### config.mk
export PLATFORM = sky130hd
export DESIGN_NAME = hazard_scoreboard
export DESIGN_NICKNAME = d
export VERILOG_FILES = /design/src/rtl/hazard_scoreboard.sv
export SDC_FILE = /design/constraint.sdc
export NUM_CORES = 1
export LEC_CHECK = 0
export BUFFER_PORTS_ARGS = -buffer_cell sky130_fd_sc_hd__clkbuf_2
export CAP_MARGIN = 20
export CORE_UTILIZATION = 40
export DETAILED_ROUTE_END_ITERATION = 12
export HOLD_SLACK_MARGIN = 0.15
export SYNTH_ARGS = -nofsm -noshare
export SYNTH_HDL_FRONTEND = slang
export SYNTH_SLANG_ARGS = --single-unit
### constraint.sdc
create_clock -name CLK -period 5.3 [get_ports CLK]
set_input_delay 0 -clock CLK [delete_from_list [all_inputs] [get_ports CLK]]
set_output_delay 0 -clock CLK [all_outputs]
set_load 0.01 [all_outputs]
### src/rtl/hazard_scoreboard.sv
// Decode-stage hazard unit: operand forwarding select, load-use detection,
// per-register long-latency scoreboard, and a saturating stall counter.
module hazard_scoreboard #(
  parameter int NRD  = 2,
  parameter int REGW = 5,
  parameter int LAT  = 4
) (
  input  logic                    CLK,
  input  logic                    RST,
  input  logic [NRD*REGW-1:0]     id_rs,
  input  logic [NRD-1:0]          id_rs_use,
  input  logic                    id_long,
  input  logic [REGW-1:0]         id_long_rd,
  input  logic                    ex_regwr,
  input  logic [REGW-1:0]         ex_rd,
  input  logic                    ex_memrd,
  input  logic                    mem_regwr,
  input  logic [REGW-1:0]         mem_rd,
  input  logic                    mem_busy,
  output logic [2*NRD-1:0]        fwd_sel,
  output logic                    stall,
  output logic [2:0]              stall_cause,
  output logic [(1<<REGW)-1:0]    pending,
  output logic [15:0]             stall_cnt
);

  localparam int NREG = 1 << REGW;
  localparam int CW   = $clog2(LAT + 1);

  logic [CW-1:0]   cnt [NREG];
  logic [REGW-1:0] rs;
  logic            load_use;
  logic            raw;
  logic            waw;
  logic            accept;

  always_comb begin
    rs       = '0;
    load_use = 1'b0;
    raw      = 1'b0;
    fwd_sel  = '0;
    for (int i = 0; i < NRD; i++) begin
      rs = id_rs[i*REGW +: REGW];
      if (id_rs_use[i] && rs != '0) begin
        if (ex_memrd && ex_rd == rs)
          load_use = 1'b1;
        if (cnt[rs] != '0)
          raw = 1'b1;
        if (ex_regwr && ex_rd == rs && !ex_memrd)
          fwd_sel[2*i +: 2] = 2'b01;
        else if (mem_regwr && mem_rd == rs)
          fwd_sel[2*i +: 2] = 2'b10;
      end
    end
  end

  // A count of 1 retires this cycle, so only >1 blocks a new writer
  assign waw = id_long && (cnt[id_long_rd] > CW'(1));

  assign stall_cause = {mem_busy, raw | waw, load_use};
  assign stall       = |stall_cause;
  assign accept      = id_long && !stall && id_long_rd != '0;

  always_comb begin
    pending = '0;
    for (int r = 1; r < NREG; r++)
      pending[r] = (cnt[r] != '0);
  end

  always_ff @(posedge CLK or posedge RST) begin
    if (RST) begin
      for (int r = 0; r < NREG; r++)
        cnt[r] <= '0;
      stall_cnt <= '0;
    end else begin
      for (int r = 0; r < NREG; r++) begin
        if (accept && id_long_rd == REGW'(r))
          cnt[r] <= CW'(LAT);
        else if (cnt[r] != '0)
          cnt[r] <= cnt[r] - CW'(1);
      end
      if (stall && stall_cnt != 16'hFFFF)
        stall_cnt <= stall_cnt + 16'd1;
    end
  end

endmodule

=== Yosys cells after proc, flatten, opt, wreduce, memory -nomap -nowiden ===
Index checks and enable logic that the tools add are counted.

* Order comparisons: 4
* $add $sub $neg: 33
* Bitwise gates (word level): 4
* Equal/unequal tests: 36
* Multiplexer cells: 87
* Reduce and logical (&&, ||, !) cells: 119

{| class="wikitable"
|+ Operators with widths
! kind !! count
|-
| $mux 3 || 70
|-
| $reduce_bool 3->1 || 34
|-
| $sub 3x1->3 const B || 32
|-
| $eq 5x5->1 const B || 16
|-
| $reduce_bool 2->1 || 32
|-
| $logic_and 1x1->1 || 46
|-
| $bmux 3 s5 || 3
|-
| $eq 5x4->1 const B || 8
|-
| $eq 5x3->1 const B || 4
|-
| $eq 5x5->1 || 4
|-
| $ge 6x6->1 const B || 3
|-
| $not 5->6 || 3
|-
| $add 16x1->16 const B || 1
|-
| $ne 16x16->1 const B || 1
|-
| $reduce_bool 5->1 || 3
|-
| $mux 2 || 6
|-
| $eq 5x2->1 const B || 2
|-
| $mux 1 || 8
|-
| $eq 5x1->1 const B || 1
|-
| $logic_not 5->1 || 1
|-
| $gt 3x1->1 const B || 1
|-
| $reduce_or 3->1 || 1
|-
| $logic_not 1->1 || 2
|-
| $or 1x1->1 || 1
|}

* Register bits: 112
* Logic and storage cells: 316
* Input port bits: 34
* Output and inout port bits: 56

=== Longest topological paths before layout ===
Gate-level depths: netlist of run 1.

* Word-level depth: 16
* Mapped depth: 13
* Mapped depth without buffers: 8

=== Worst setup path after synthesis of run 1 ===
No wires, ideal clock.

* Kind: register -> register
* From: register cnt[49] (netlist bit)
* To: register cnt[52] (netlist bit)
* Stages on the path, launching flop included: 12
* Path buffers: 3
* Data required time: 5.176 ns
* Period minus slack after synthesis: 3.102 ns
* Setup time: 0.124 ns
* Arrival time: 2.978 ns
* Slack: 2.198 ns
* Cells stage by stage: dfrtp_1 o311ai_0 o31ai_1 a2111oi_0 a2bb2oi_1 a32oi_1 or4_1 buf_2 or3b_1 buf_2 buf_6 o31a_1

* Cells in the longest elaborated chain, start to end: 15
* Elaborated cells between the ends (all ways): 25
* Those cells by class: 1 x order compare; 14 x mux; 1 x bitwise; 9 x reduce/logical

{| class="wikitable"
|+ Ends and longest elaborated chain
! element !! RTL line !! RTL
|-
| start: declaration || 30 || <nowiki>logic [CW-1:0] cnt [NREG];</nowiki>
|-
| start signal: indexed assignment || 78 || <nowiki>cnt[r] <= CW'(LAT);</nowiki>
|-
| start signal: indexed assignment || 80 || <nowiki>cnt[r] <= cnt[r] - CW'(1);</nowiki>
|-
| $bmux 3 s5 || 47 || <nowiki>if (cnt[rs] != '0)</nowiki>
|-
| $mux 3 (implied by the code) (2 in a row) || 47 ||
|-
| $reduce_bool 3->1 || 47 ||
|-
| $mux 1 || 47 ||
|-
| $mux 1 || 44 || <nowiki>if (id_rs_use[i] && rs != '0) begin</nowiki>
|-
| $mux 1 || 47 ||
|-
| $mux 1 || 44 ||
|-
| $or 1x1->1 (*) || 60 || <nowiki>assign stall_cause = {mem_busy, raw | waw, load_use};</nowiki>
|-
| $reduce_or 3->1 (*) || 61 || <nowiki>assign stall = |stall_cause;</nowiki>
|-
| $logic_not 1->1 (*) || 62 || <nowiki>assign accept = id_long && !stall && id_long_rd != '0;</nowiki>
|-
| $logic_and 1x1->1 (*) (2 in a row) || 62 ||
|-
| $logic_and 1x1->1 (*) || 77 || <nowiki>if (accept && id_long_rd == REGW'(r))</nowiki>
|-
| $mux 3 or $reduce_bool 2->1 (tied branches) || n/a ||
|}

Every way passes the cells marked *; elsewhere a longest branch is shown, timed or not. The select of a mux whose other input is x is not followed.
A chain may end at the register's enable or synchronous reset.

=== Worst setup path in the final report of run 1 ===
* From: register cnt[49] (netlist bit)
* To: register cnt[88] (netlist bit)

Same word-level chain as after synthesis.

==> metrics, run 1 <==
Seq cells post-synth=around 110; Final Skew=0.0110 ns; CTS max path bufs=2; synthesized instance count=852; # diodes=0; via count=around 6500; core area=roughly 0.019 mm²; Final min period=approximately 3.8 ns; fmax=between 0.2 and 0.3 GHz; final worst-path cycle share=72.1%; Initial Util=approximately two fifths; outcome=finished, final reports clean; die width=142 µm; DRC marker count from the first detailed-route iteration=about 500; fin nets=about 1000; Crit. End Element=flop; Yosys top cell area share=between 30 and 40%; Total GRT Usage=a little over a fifth; Sink Count=between 100 and 150; Static Leak=slightly below 0.004 µW; antenna viol nets, final=0; vias in the first global route=roughly 6100; Slew Limit Fails=0; H-tree levels=3; Power Density=547 mW/mm²; largest fanout on the critical path=27; grt ovf=0; Clock Latency Late Sink=between 0.3 and 0.4 ns; placed cell area=0.00841 mm²; syn_nets=between 900 and 1000; global-route wire length before repair=about 33000 µm; clock slew seen by the registers of the worst setup and hold paths=~0.070 ns; I/O Pins=90; total die area=0.0201 mm²; Seq/Total Area, Yosys=between 30 and 40%; # Post-CTS Setup Buffers=0; Max Cap Viol=0; depth of the worst hold-timing path=2; most frequent cells in the layout=dfrtp_1 (112), nor2_1 (95), clkbuf_2 (88), inv_1 (84), ha_1 (65); Avg Vias per Cell=roughly 5.5; Setup CP Type=reg -> reg; hpwl dp=15200 µm; area grow syn2layout=11.9%; endpoints failing setup=0; clk root buf=clkbuf_16; RD Place Congestion=between 0.8 and 0.9; setup_tns=0 ns; Worst slew margin=between 30% and 40%; Hold WS=0.247 ns; placed cell count=1164; Primary FF master, synth=dfrtp_1; synthesized area=~0.0078 mm²; hold violation total from the final report=0; port buffer count=88; die height=approximately 140 µm; Yosys cell types=65; fin area=0.00875 mm²; worst vdd ir=approximately 280 µV; ys async rst share=100%; site row count=50; Initial DRT Pass Iterations=7; Setup crit start kind=flop; Tightest Hold Check Type=in -> out; synth warn=0; CTS tree=done; Synth area leader=dfrtp_1; final instance count without filler cells=1186; Final WS setup=approximately 1.5 ns; commonest non-fill, non-tap cell in the layout=dfrtp_1; layout cells sized above 1=roughly 14%; Worst Tran Pin Value=roughly 1.0 ns; Worst Path Required=5.53 ns; Routed Wire Length=slightly above 20000 µm; R2R depth=9; Setup WS pre-CTS=1.49 ns; Routed wire per std cell=roughly 17 µm; Synth Area per Inst=approximately 9.2 µm²; Synth area leaders=dfrtp_1 (36%), ha_1 (10%), xnor2_1 (6.6%); Crit path arrival time=between 4 and 5 ns; pin count of the biggest net entering global routing=62; initial antenna violation count=0; RSZ-0062 raised after global routing=false; TritonCTS Buffers=9; Post-synth EDFFs=0; DRC=0
worst max-delay path, cell delays in order (launching register included):
cell and delay [ns]:
dfrtp_1 0.42, o311ai_0 0.34, o31ai_1 0.13, a2111oi_0 0.48, a2bb2oi_1 0.22, a32oi_1 0.09, or4_1 0.56, buf_4 0.24
or3b_1 0.81, o31a_1 0.40
layout make-up:
type / count / area [µm²]
Fill cell: 1899 / 10100
Multi-Input combinational cell: 614 / 4480
Sequential cell: 112 / 2800
Timing Repair Buffer: 99 / 538
Tap cell: 260 / 325
Inverter: 85 / 322
Clock buffer: 12 / 246
Clock inverter: 4 / 30.0
synthesized netlist by cell type, types with 4 or more instances:
library cell / n
buf_6: 4
o22ai_1: 4
or2_2: 5
nand2_1: 17
a221o_1: 8
dfrtp_1: 112
a211oi_1: 7
a31oi_1: 23
nor3_1: 45
o31ai_2: 4
nand4_1: 5
inv_1: 85
nor4b_1: 4
and3_1: 7
xor2_1: 8
nor4_1: 18
nor2_1: 95
o21ai_0: 6
buf_1: 7
nand2b_1: 34
xnor2_1: 59
nor2b_1: 10
o311ai_0: 4
mux2i_1: 22
o31ai_1: 14
nand3_1: 19
clkbuf_1: 12
mux4_2: 7
ha_1: 65
o31a_1: 9
a21oi_1: 47
a221oi_1: 16
buf_2: 15
report_power, final:
part | switching, µW | leakage [µW] | internal [µW]
sequential | 457 | 0.00135 | 1280
combinational | 1250 | 0.00240 | 1140
clock | 320 | 0.000133 | 334
total | 2030 | 0.00388 | 2760
cell families (layout without fill, tap and decap cells):
kind of cell,Yosys count,after routing,synth area share [%]
AOI/OAI and AO/OA,172,172,16.0
adders and majority gates,65,65,10.4
and+or+nand+nor,278,278,18.2
DFF,112,112,35.9
muxes,31,31,5.12
xor gates and xnor gates,67,67,7.51
buffers and inverters,126,200,6.82
other,1,1,0.0480
final timing paths:
| check | from | to | slack [ns] |
|---|---|---|---|
| max in group asynchronous | RST | cnt[82]$_DFFE_PP0P_ | 3.77 |
| worst max register to register | cnt[49]$_DFFE_PP0P_ | cnt[88]$_DFFE_PP0P_ | 1.48 |
| worst min register to register | stall_cnt[14]$_DFFE_PP0P_ | stall_cnt[14]$_DFFE_PP0P_ | 0.49 |
| min in group asynchronous | RST | cnt[42]$_DFFE_PP0P_ | 0.32 |
| worst max-delay path | cnt[49]$_DFFE_PP0P_ | cnt[88]$_DFFE_PP0P_ | 1.48 |
| worst min-delay path | mem_busy | stall_cause[2] | 0.25 |
metal layers:
metal,vias up,part of all wire (%),GRT usage (%)
li1,3161,-,-
met1,3086,48,30.3
met2,198,44,31.8
met3,23,6.2,3.41
met4,0,1.9,7.70
met5,-,0,0
sequential cells by signal (all words and copies together) (netlist names):
name,count
cnt,96
stall_cnt,16
through the flow:
step	total power, µW	utilization, %
floorplan	3490	-
global placement	4100	44.5
detailed placement	4150	44.5
CTS	4820	46.3
global route	5250	46.3
finish	4780	46.3
repair_timing:
item | CTS | global route
gates resized for setup | 0 | 0
hold buffers | 6 | 0
endpoints found under the hold margin | 67 | 0
Power figures use the tool's default switching activity.
==> inputs of run 2 (changes only) <==
==> constraint.sdc (replaced) <==
create_clock -name CLK -period 3.27 [get_ports CLK]
set_input_delay 0 -clock CLK [delete_from_list [all_inputs] [get_ports CLK]]
set_output_delay 0 -clock CLK [all_outputs]
set_load 0.01 [all_outputs]
==> run 2 against run 1 <==
Count of clock-buffer cells in the layout fell by 3. Clock skew rose by 0.0015 ns. Worst hold slack got worse by 0.034 ns. Core utilization rose by 2.3 points. Total power rose by 69%. Final cell count rose by 3.5%. Largest power group unchanged. Highest routed layer unchanged.
==> metrics, run 2 (synthesis results as in run 1) <==
outcome=finished, final reports clean; Routed wire per std cell=16.9 µm (-1.5%); Crit. path cell count=9 (unchanged); Final WS setup=0.133 ns (-1.34 ns); pin count of the biggest net entering global routing=60 (-3.2%); Final min period=3.14 ns (-0.686 ns); Crit. End Element=flop; setup_tns=0 ns (unchanged); Critical path buffers and inverters=1 (unchanged); final instance count without filler cells=1227 (+3.5%); antenna viol nets, final=0 (unchanged); final worst-path cycle share=95.9% (+24 points); Max Cap Viol=0 (unchanged); clk root buf=clkbuf_16; Slew Limit Fails=0 (unchanged); Setup crit start kind=flop; via count=6739 (+4.2%); fmax=0.319 GHz (+22%); RD Place Congestion=0.833 (+0.66%); Initial Util=41.4% (unchanged); hpwl dp=15700 µm (+2.8%); slowest CP cell=or4_4; DRC=0 (unchanged); commonest non-fill, non-tap cell in the layout=dfrtp_1; H-tree levels=3 (unchanged); Worst slew margin=35.9% (+5.6 points); Critical Path Max Stage Delay=0.58 ns (-0.23 ns); vias in the first global route=6398 (+5.0%); clock slew seen by the registers of the worst setup and hold paths=0.08 ns (about the same); Crit path arrival time=3.39 ns (-0.67 ns); RR Startpoint=cnt[51]$_DFFE_PP0P_; worst vdd ir=397 µV (+39%); Clock Latency Late Sink=0.37 ns (about the same); port buffer count=88 (unchanged); R2R Setup Slk=0.13 ns (-1.34 ns); die width=142 µm (unchanged); RSZ-0062 raised after global routing=false; Final Core Density=48.6% (+2.3 points); initial antenna violation count=0 (unchanged); DRC marker count from the first detailed-route iteration=384 (-24%); Tightest Hold Check Type=in -> out; # diodes=0 (unchanged); Critical Path, Cell by Cell=nor3_1 -> a2111oi_0 -> a2111oi_1 -> a2bb2oi_1 -> a32oi_1 -> or4_4 -> or3b_1 -> buf_12 -> o31a_1; Reg-to-Reg End=cnt[73]$_DFFE_PP0P_; CTS tree=done; number of flip-flops in the largest register=96 (unchanged); most frequent cells in the layout=dfrtp_1 (111), nor2_1 (95), clkbuf_2 (88), inv_1 (84), ha_1 (65); Top reg by flops=cnt; placed cell area=0.00877 mm² (+4.3%); grt ovf=0 (unchanged); Final Skew=0.0126 ns (+0.00154 ns); total die area=0.0201 mm² (unchanged); fin nets=1061 (+4.0%); placed cell count=1205 (+3.5%); endpoints failing setup=0 (unchanged); TritonCTS Buffers=9 (unchanged); R2R depth=9 (unchanged); global-route wire length before repair=33800 µm (+3.3%); crit path from=cnt[51]$_DFFE_PP0P_; I/O Pins=90 (unchanged); Setup WS pre-CTS=0.0460 ns (-1.45 ns); core area=0.0189 mm² (unchanged); Setup CP Type=reg -> reg; site row count=50 (unchanged); largest fanout on the critical path=24 (-11%); fin area=0.00918 mm² (+5.0%); area grow syn2layout=17.5%; Setup crit end=cnt[73]$_DFFE_PP0P_; layout cells sized above 1=18.8% (+4.4 points); Total GRT Usage=21.6% (+0.56 points); # Post-CTS Setup Buffers=0 (unchanged); hold violation total from the final report=0 (unchanged); Worst Path Required=3.52 ns (-2.01 ns); Power Density=883 mW/mm² (+61%); Static Leak=0.00413 µW (+6.5%); Worst path top cell family by delay=simple AND/OR/NAND/NOR gates; die height=142 µm (unchanged); CTS max path bufs=2 (unchanged); biggest regs=cnt (96), stall_cnt (16); Routed Wire Length=20700 µm (+1.9%); Avg Vias per Cell=5.49 (+0.71%); Worst Tran Pin Value=0.958 ns (-0.0844 ns); Sink Count=112 (unchanged); Initial DRT Pass Iterations=5 (-2)
==> run 2: changes by cell type in the layout (fill, tap and decap cells not counted), sizes merged <==
cell      before  now
clkinv         3    1
inv           85   90
buf            5   46
bufinv         0    1
clkinvlp       1    0
clkbuf       100   97
==> run 2: layout make-up <==
cell class / instances / area [µm²]
multi-input cells: 614 / 4500
inverters: 85 / 322
clock buffers: 9 / 225
well taps: 260 / 325
fillers: 1827 / 9710
clock inverters: 7 / 100
flip-flops and latches: 112 / 2800
repair buffers: 140 / 900
==> run 2: worst min-delay path by stage <==
stage                        start                   to  slack, ns  cells after the start
after global routing      mem_busy       stall_cause[2]       0.23                      2
after global placement         RST  cnt[43]$_DFFE_PP0P_       0.19                      2
final                     mem_busy       stall_cause[2]       0.21                      2
after CTS                 mem_busy       stall_cause[2]       0.21                      2
after floorplan           mem_busy       stall_cause[2]       0.09                      1
after detailed placement       RST  cnt[40]$_DFFE_PP0P_       0.19                      2
==> run 2: per-stage QoR <==
| stage | total power [µW] | hold slack, ns |
|---|---|---|
| 2_1_floorplan | 5660 | 0.0918 |
| 3_3_place_gp | 6760 | 0.186 |
| 3_5_place_dp | 6880 | 0.185 |
| 4_1_cts | 8130 | 0.214 |
| 5_1_grt | 8860 | 0.231 |
| 6_report | 8100 | 0.214 |
==> run 2: repair_timing <==
action | in CTS | in global routing
hold buffers | 6 | 0
hold endpoints to repair | 65 | 0
gates resized for setup | 0 | 8
setup endpoints to repair | 0 | 72
==> run 2: worst register-to-register path, stage by stage, from the launching register on <==
cell,delay [ns]
dfrtp_1,0.41
nor3_1,0.31
a2111oi_0,0.18
a2111oi_1,0.33
a2bb2oi_1,0.22
a32oi_1,0.09
or4_4,0.58
or3b_1,0.44
buf_12,0.19
o31a_1,0.26
==> run 2: where the power goes <==
| group | total [µW] | switching (µW) | internal (µW) |
|---|---|---|---|
| logic | 4100 | 2100 | 2000 |
| registers | 2780 | 702 | 2080 |
| clock network | 1220 | 597 | 627 |
| total | 8100 | 3400 | 4700 |
==> run 2: per-layer routing <==
metal  vias up  global-route usage [%]  wire (µm)
met2       188                    34.6       9600
met3        21                    4.08       1180
met4         0                    5.49        309
li1       3252                       -          -
met1      3278                    30.0       9640
met5         -                       0          0
